===== src/rtl/pc_pkg.sv =====
// rtl/pc_pkg.sv - shared constants and types for the branch-target PC slice
//
// Purpose: datapath width, immediate shift amount and PC increment used by the
// branch-target slice and its mux, plus the word_t datapath type.
// Ports: none (package).

package pc_pkg;

  localparam int unsigned WIDTH = 32;
  localparam int unsigned SHIFT = 2;
  localparam logic [31:0] INCR  = 32'h4;

  typedef logic [WIDTH-1:0] word_t;

endpackage : pc_pkg


===== src/rtl/mux32_2to1.sv =====
// rtl/mux32_2to1.sv - WIDTH-bit two-input multiplexer
//
// Purpose: selects between two words; sel=0 passes a, sel=1 passes b.
// Ports:
//   a   input  WIDTH  selected when sel=0
//   b   input  WIDTH  selected when sel=1
//   sel input  1      select
//   y   output WIDTH  selected word

module mux32_2to1
  import pc_pkg::*;
#(
  parameter int unsigned W = WIDTH
) (
  input  logic [W-1:0] a,
  input  logic [W-1:0] b,
  input  logic         sel,
  output logic [W-1:0] y
);

  // Only the chosen input reaches y, so X on the unselected side is not seen.
  always_comb begin
    if (sel) begin
      y = b;
    end else begin
      y = a;
    end
  end

endmodule : mux32_2to1


===== src/rtl/lshift2_mux32_2to1.sv =====
// rtl/lshift2_mux32_2to1.sv - branch-target computation, PC select and next-PC register
//
// Purpose: forms the branch target PC + (Immed << SHIFT), selects it over PC when
// Branch & Zero, and registers the selected value plus INCR as the next PC.
// Ports:
//   Clock        input  1      rising-edge clock
//   Reset        input  1      synchronous, active-high reset
//   PC           input  WIDTH  current program counter
//   Immed        input  WIDTH  sign-extended branch offset in words
//   Branch       input  1      branch instruction flag
//   Zero         input  1      ALU zero flag
//   ShiftOut     output WIDTH  Immed << SHIFT
//   BranchTarget output WIDTH  PC + ShiftOut (wraps)
//   BranchSelect output 1      Branch & Zero
//   MuxOut       output WIDTH  BranchSelect ? BranchTarget : PC
//   NextPC       output WIDTH  registered MuxOut + INCR
//   NextValid    output 1      registered, set on first edge out of reset

module lshift2_mux32_2to1
  import pc_pkg::*;
(
  input  logic              Clock,
  input  logic              Reset,
  input  logic [WIDTH-1:0]  PC,
  input  logic [WIDTH-1:0]  Immed,
  input  logic              Branch,
  input  logic              Zero,
  output logic [WIDTH-1:0]  ShiftOut,
  output logic [WIDTH-1:0]  BranchTarget,
  output logic              BranchSelect,
  output logic [WIDTH-1:0]  MuxOut,
  output logic [WIDTH-1:0]  NextPC,
  output logic              NextValid
);

  localparam word_t INCR_W = word_t'(INCR);

  // Word offset to byte offset; the top SHIFT bits of Immed fall off the end.
  assign ShiftOut     = {Immed[WIDTH-1-SHIFT:0], {SHIFT{1'b0}}};
  assign BranchTarget = PC + ShiftOut;
  assign BranchSelect = Branch & Zero;

  mux32_2to1 #(
    .W (WIDTH)
  ) u_pc_mux (
    .a   (PC),
    .b   (BranchTarget),
    .sel (BranchSelect),
    .y   (MuxOut)
  );

  // Reset takes priority over any branch presented on the same edge.
  always_ff @(posedge Clock) begin
    if (Reset) begin
      NextPC    <= '0;
      NextValid <= 1'b0;
    end else begin
      NextPC    <= MuxOut + INCR_W;
      NextValid <= 1'b1;
    end
  end

endmodule : lshift2_mux32_2to1


===== config.mk =====
export PLATFORM = sky130hd
export DESIGN_NAME = lshift2_mux32_2to1
export DESIGN_NICKNAME = d
export VERILOG_FILES = /design/src/rtl/pc_pkg.sv /design/src/rtl/mux32_2to1.sv /design/src/rtl/lshift2_mux32_2to1.sv
export SDC_FILE = /design/constraint.sdc
export NUM_CORES = 1
export LEC_CHECK = 0
export BUFFER_PORTS_ARGS = -buffer_cell sky130_fd_sc_hd__buf_2
export CORE_ASPECT_RATIO = 2
export CORE_MARGIN = 5
export CORE_UTILIZATION = 40
export CTS_BUF_LIST = sky130_fd_sc_hd__clkbuf_8
export CTS_CLUSTER_DIAMETER = 120
export DETAILED_ROUTE_END_ITERATION = 8
export PLACE_DENSITY = 0.71
export SETUP_SLACK_MARGIN = 0.5
export SYNTH_ARGS = -nofsm -noshare
export SYNTH_HDL_FRONTEND = slang
export SYNTH_SLANG_ARGS = --single-unit

===== constraint.sdc =====
create_clock -name Clock -period 3.8 [get_ports Clock]
set_clock_uncertainty 0.2 [all_clocks]
set_input_delay 0.57 -clock Clock [delete_from_list [all_inputs] [get_ports Clock]]
set_output_delay 0.57 -clock Clock [all_outputs]
set_load 0.01 [all_outputs]

==> flow_metrics.env, run 1 <==
export IMPL_status="finished with violations"
export IMPL_violations="setup timing"
export IMPL_critPathMaxFanout=3
export IMPL_final_area_um2=8630
export IMPL_timing_critical_path_from="Immed[0]"
export IMPL_ys_types=79
export IMPL_placed_area_um2=6620
export IMPL_combPwrFrac=0.686
export IMPL_die_x_um=84.7
export IMPL_p_per_area_nw_per_um2=271
export IMPL_p_sw_uw=975
export IMPL_synth_edf_count=0
export IMPL_post_route_drc_count=0
export IMPL_track_usage=0.293
export IMPL_cts_hold_buf=0
export IMPL_final_hold_viol_count=0
export IMPL_grt_setup_unrepaired="yes"
export IMPL_grt_overflow_total=0
export IMPL_setup_violations=3
export IMPL_synth_area_um2=4460
export IMPL_ir_drop_uv=372
export IMPL_wire_per_inst_um=21.2
export IMPL_fmax_mhz=260
export IMPL_grt_pass1_vias=6602
export IMPL_syn_instance_count=619
export IMPL_cts_buffers=5
export IMPL_hpwl_um=16000
export IMPL_drt_pre_antenna_iters=5
export IMPL_ys_ff_latch=33
export IMPL_drt_iter0_markers=388
export IMPL_synth_top_area_share=0.148
export IMPL_rows=54
export IMPL_period_minus_slack_ns=3.85
export IMPL_io_pins=198
export IMPL_min_path_type="in -> reg"
export IMPL_dieArea_um2=13500
export IMPL_yosysTopAreaCell="dfxtp_1"
export IMPL_place_inst=1049
export IMPL_vias=6515
export IMPL_start_kind="input pin"
export IMPL_synth_area_leaders="dfxtp_1, ha_1, buf_4"
export IMPL_place_congestion=0.992
export IMPL_diodes=0
export IMPL_post_route_util=0.789
export IMPL_final_nets=1083
export IMPL_ys_flop_type="dfxtp_1"
export IMPL_tns_ns=-0.0712
export IMPL_wirelength_um=23900
export IMPL_fp_coreArea_um2=10900
export IMPL_crit_path_end_kind="output pin"
export IMPL_ys_warn_count=0
export IMPL_sequentialPowerShare=0.164
export IMPL_start_util=0.408
export IMPL_ys_async_sr_fraction=0
export IMPL_tightest_slew_ns=0.641
export IMPL_arrival_ns=3.08
export IMPL_synthToLayoutAreaGrowth_pct=93.4
export IMPL_layout_drive_gt1_share=0.616
export IMPL_numClockSinks=33
export IMPL_antenna_left=0
export IMPL_htree_levels=2
export IMPL_fp_dieH_um=159
export IMPL_swShare=0.416
export IMPL_grt_pass1_wl_um=32400
export IMPL_setup_ws_ns=-0.0534
export IMPL_power_leakage_nw=4.02
export IMPL_fin_crit_sh=1.01
export IMPL_clkSlewWorstSetupHoldPaths_ns=0.07
export IMPL_p_clk_frac=0.150
export IMPL_crit_end="MuxOut[30]"
export IMPL_busiest_layer="met2"
export IMPL_maxCapViolCount=0
export IMPL_internal_power_mw=1.37
export IMPL_relSlewSlack=0.572
export IMPL_ctsLongestPathBuffers=2
export IMPL_synth_area_per_cell_um2=7.21
export IMPL_viasPerCell=5.79
export IMPL_synth_seq_area_share=0.148
export IMPL_finalMaxSlewViolations=0
export IMPL_antenna_found_initial=0
export IMPL_critPathKind="in -> out"
export IMPL_fin_cells=1125
export IMPL_met1_usage=0.272
export IMPL_grt_max_degree=57
export IMPL_cts_root_buffer="clkbuf_8"
export IMPL_grtUsageMet3=0.0331
export IMPL_port_buffers=193
export IMPL_worstPathRequired_ns=3.03
export IMPL_hold_slack_ns=0.324
export IMPL_use_met2=0.573
export IMPL_cts_tree="yes"
## metrics by stage
step / setup WS (ns) / power (mW)
floorplan: 0.0478 / 1.01
global placement: -0.292 / 1.53
detailed placement: -0.355 / 1.55
CTS: 0.0754 / 2.10
global route: -0.161 / 2.43
finish: -0.0534 / 2.34
## per-layer routing
layer	wire [µm]	share of wire
met1	7410	0.31
met2	13500	0.57
met3	1150	0.048
met4	1790	0.075
met5	0	0
## state kept, by name, summed over array words and instances, names as in the netlist
register	flops
NextPC	32
NextValid	1
## worst max-delay path, cell delays in order
cell and delay, ns:
buf_6 0.10, ha_4 0.15, fa_2 0.37, a211oi_4 0.35
o211ai_1 0.18, a31oi_2 0.26, a21oi_2 0.13, buf_6 0.15
a221oi_4 0.27, xnor2_2 0.12, mux2i_1 0.21, inv_1 0.08
buf_6 0.12
## layout make-up
type	count	area (µm²)
multi-input combinational	492	4390
timing repair buffer	424	3190
fill	717	2310
sequential	33	661
tap	140	175
inverter	28	108
clock buffer	6	82.6
clock inverter	2	33.8
## timing repair
item                                    4_1_cts  5_1_grt
resized for setup                           154      140
endpoints found under the setup margin       56       59
gates cloned                                  0        0
pin swaps                                    56       62
buffers inserted                             40       28
## worst min path at each step
stage | start | end | slack [ns] | cells after the start
final | PC[0] | NextPC[0] | 0.32 | 2
after global routing | PC[1] | NextPC[1] | 0.34 | 2
after CTS | PC[1] | NextPC[1] | 0.32 | 2
after detailed placement | PC[1] | NextPC[1] | 0.62 | 2
after global placement | PC[1] | NextPC[1] | 0.60 | 2
after floorplan | Reset | NextValid | 0.48 | 1
## cell usage after synthesis (4+ instances only)
master and instances:
nand2_1 67, xor2_1 11, a211oi_1 6, xnor2_1 27, a21boi_0 6, a21oi_1 46, dfxtp_1 33, nor4b_1 5
nor2_1 69, mux2i_1 7, o211ai_1 11, and3_1 13, nand3_1 17, nor3_1 19, or4_1 5, buf_2 5
clkbuf_1 19, a221oi_1 6, or2_2 6, nand4_1 12, inv_1 28, o21a_1 4, mux2_2 5, buf_4 37
nor2b_1 5, o21ai_0 18, ha_1 30, a21o_1 6, buf_1 5, a211oi_2 4, a2111oi_0 4
## kinds of logic after synthesis
kind of cell	count (synthesis)	synth area share
multiplexers	13	0.0308
AO/OA/AOI/OAI	160	0.263
XOR/XNOR	38	0.0746
other	1	0.000840
buffers and inverters	95	0.114
adder cells (fa/ha/maj)	31	0.0886
flip-flops	33	0.148
AND/OR/NAND/NOR	248	0.280
## power groups by stage
stage / Combinational (mW) / Sequential [mW] / Clock [mW]
final: 1.61 / 0.384 / 0.351
after global routing: 1.68 / 0.386 / 0.357
after CTS: 1.38 / 0.382 / 0.335
after detailed placement: 1.16 / 0.390 / 0
after global placement: 1.14 / 0.389 / 0
after floorplan: 0.600 / 0.406 / 0
## placed cells by master (no fill, tap or decap), types with 7 or more instances in the layout
| cell type | Yosys | layout |
|---|---|---|
| ha_4 | 0 | 17 |
| inv_1 | 28 | 25 |
| o21ai_1 | 3 | 7 |
| a21oi_1 | 46 | 29 |
| nand3_1 | 17 | 9 |
| o21ai_0 | 18 | 10 |
| a21oi_2 | 2 | 16 |
| nand2_2 | 0 | 9 |
| nor3_2 | 1 | 9 |
| nand3_2 | 1 | 8 |
| nand2_1 | 67 | 53 |
| buf_2 | 5 | 148 |
| xor2_1 | 11 | 8 |
| ha_1 | 30 | 11 |
| nor2_1 | 69 | 60 |
| dfxtp_1 | 33 | 33 |
| o211ai_1 | 11 | 11 |
| nand4_1 | 12 | 12 |
| xnor2_1 | 27 | 21 |
| buf_4 | 37 | 185 |
| and3_1 | 13 | 9 |
| buf_6 | 1 | 84 |
| nor3_1 | 19 | 7 |
Note: power is estimated with default switching activity, not from simulation.
==> inputs of run 2 (changes only) <==
--- a/config.mk
+++ b/config.mk
@@ -12,6 +12,7 @@
 export CTS_BUF_LIST = sky130_fd_sc_hd__clkbuf_8
 export CTS_CLUSTER_DIAMETER = 120
 export DETAILED_ROUTE_END_ITERATION = 8
+export GPL_TIMING_DRIVEN = 0
 export PLACE_DENSITY = 0.71
 export SETUP_SLACK_MARGIN = 0.5
 export SYNTH_ARGS = -nofsm -noshare
==> run 2 against run 1 <==
Effect of this change:
- first-iteration DRC count is 1.3% higher
- the flow still finishes with violations (setup timing)
- combinational power hardly changed
- hold slack better by 0.0074 ns
- final cell count is 2.7% lower
- global-route usage is 0.39 points higher
- clock power is 6.3% lower
- sequential power hardly changed
==> flow_metrics.env, run 2 (synthesis results as in run 1) <==
export IMPL_status="finished with violations"
export IMPL_violations="setup timing"
export IMPL_port_buffers=191
export IMPL_grt_overflow_total=0
export IMPL_hold_slack_ns=0.331
export IMPL_synthToLayoutAreaGrowth_pct=91.9
export IMPL_hpwl_um=15000
export IMPL_drt_iter0_markers=393
export IMPL_post_route_drc_count=0
export IMPL_power_leakage_nw=3.93
export IMPL_fp_coreArea_um2=10900
export IMPL_ctsLongestPathBuffers=2
export IMPL_start_kind="input pin"
export IMPL_wirelength_um=23200
export IMPL_layout_drive_gt1_share=0.608
export IMPL_wire_per_inst_um=21.2
export IMPL_clkSlewWorstSetupHoldPaths_ns=0.06
export IMPL_grt_pass1_wl_um=32600
export IMPL_critPathKind="in -> reg"
export IMPL_final_nets=1052
export IMPL_place_congestion=0.944
export IMPL_cts_tree="yes"
export IMPL_tightest_slew_ns=0.933
export IMPL_top_regs="NextPC: 32 flops, NextValid: 1 flops"
export IMPL_grt_max_degree=11
export IMPL_numClockSinks=33
export IMPL_layout_commonest_cell="buf_2"
export IMPL_relSlewSlack=0.373
export IMPL_dieArea_um2=13500
export IMPL_drt_pre_antenna_iters=4
export IMPL_dp_worst_setup_slack_ns=-1.00
export IMPL_maxCapViolCount=0
export IMPL_vias=6464
export IMPL_largest_reg_flops=32
export IMPL_hold_path_endpoint="NextPC[1]"
export IMPL_grt_setup_unrepaired="yes"
export IMPL_antenna_left=0
export IMPL_antenna_found_initial=1
export IMPL_final_hold_viol_count=0
export IMPL_io_pins=198
export IMPL_die_x_um=84.7
export IMPL_period_minus_slack_ns=4.06
export IMPL_fp_dieH_um=159
export IMPL_crit_path_end_kind="register"
export IMPL_place_inst=951
export IMPL_ir_drop_uv=263
export IMPL_viasPerCell=5.90
export IMPL_final_cell_mix="buf_2, buf_4, buf_6, nor2_1, nand2_1"
export IMPL_cts_buffers=5
export IMPL_largest_register="NextPC"
export IMPL_p_per_area_nw_per_um2=269
export IMPL_fin_cells=1095
export IMPL_tns_ns=-1.78
export IMPL_grt_pass1_vias=6358
export IMPL_rows=54
export IMPL_whs_path_depth=2
export IMPL_htree_levels=2
export IMPL_worstPathRequired_ns=3.82
export IMPL_fmax_mhz=246
export IMPL_p_total_mw=2.31
export IMPL_fin_crit_sh=1.07
export IMPL_arrival_ns=4.08
export IMPL_track_usage=0.297
export IMPL_setup_ws_ns=-0.264
export IMPL_cts_root_buffer="clkbuf_8"
export IMPL_min_path_type="in -> reg"
export IMPL_critPathMaxFanout=4
export IMPL_finalMaxSlewViolations=0
export IMPL_start_util=0.408
export IMPL_setup_violations=17
export IMPL_min_from="PC[1]"
==> run 2: changes by cell type in the layout (fill, tap and decap cells not counted), sizes merged <==
cell,delta
diode,+1
clkbuf,+19
buf,-50
==> run 2: where the power goes <==
group | internal (mW) | leakage (nW) | switching (mW) | total, mW
registers | 0.376 | 0.275 | 0.00790 | 0.383
clock network | 0.211 | 0.0626 | 0.118 | 0.329
logic | 0.749 | 3.59 | 0.845 | 1.59
total | 1.34 | 3.93 | 0.971 | 2.31
==> run 2: metal layers <==
layer | GRT usage | vias to the layer above | wire length (µm)
met5 | 0 | - | 0
met4 | 0.185 | 0 | 1860
met3 | 0.0394 | 120 | 1480
met2 | 0.585 | 355 | 12800
met1 | 0.273 | 3110 | 7100
li1 | - | 2879 | -
==> run 2: area by class of cell <==
type | instances | area [µm²]
multi-input cells | 492 | 4580
repair buffers | 326 | 2410
fillers | 703 | 2380
flip-flops and latches | 33 | 661
plain buffers | 67 | 513
well taps | 140 | 175
inverters | 28 | 108
clock buffers | 6 | 82.6
clock inverters | 2 | 33.8
diodes | 1 | 2.50
==> run 2: worst max-delay path by stage <==
stage | slack [ns] | end | cells after the start | from
CTS | -0.06 | NextPC[31] | 12 | PC[2]
finish | -0.26 | NextPC[31] | 14 | PC[2]
detailed placement | -1.00 | NextPC[28] | 15 | Branch
floorplan | 0.05 | NextPC[27] | 11 | PC[10]
global placement | -0.94 | NextPC[28] | 15 | Branch
global route | -0.36 | NextPC[31] | 15 | PC[12]
==> run 2: what timing repair did <==
action | 4_1_cts | 5_1_grt
resized for setup | 250 | 114
buffers inserted | 88 | 47
hold buffers | 0 | 0
setup endpoints to repair | 68 | 65
pin swaps | 81 | 63
==> run 2: worst max-delay path: stages <==
cell and delay, ns:
buf_8 0.10, ha_4 0.16, fa_2 0.38, a211oi_4 0.32, buf_4 0.16, o211ai_1 0.15
a31oi_2 0.32, a21oi_4 0.15, o211a_4 0.29, inv_4 0.07, o21ai_0 0.17, or4bb_1 0.59
or4_4 0.51, a21oi_2 0.13
==> run 2: through the flow <==
step                cell area (µm²)   util
global route                   8560  0.782
global placement               5780  0.528
finish                         8560  0.782
floorplan                      4650      -
CTS                            7680  0.702
detailed placement             5780  0.528
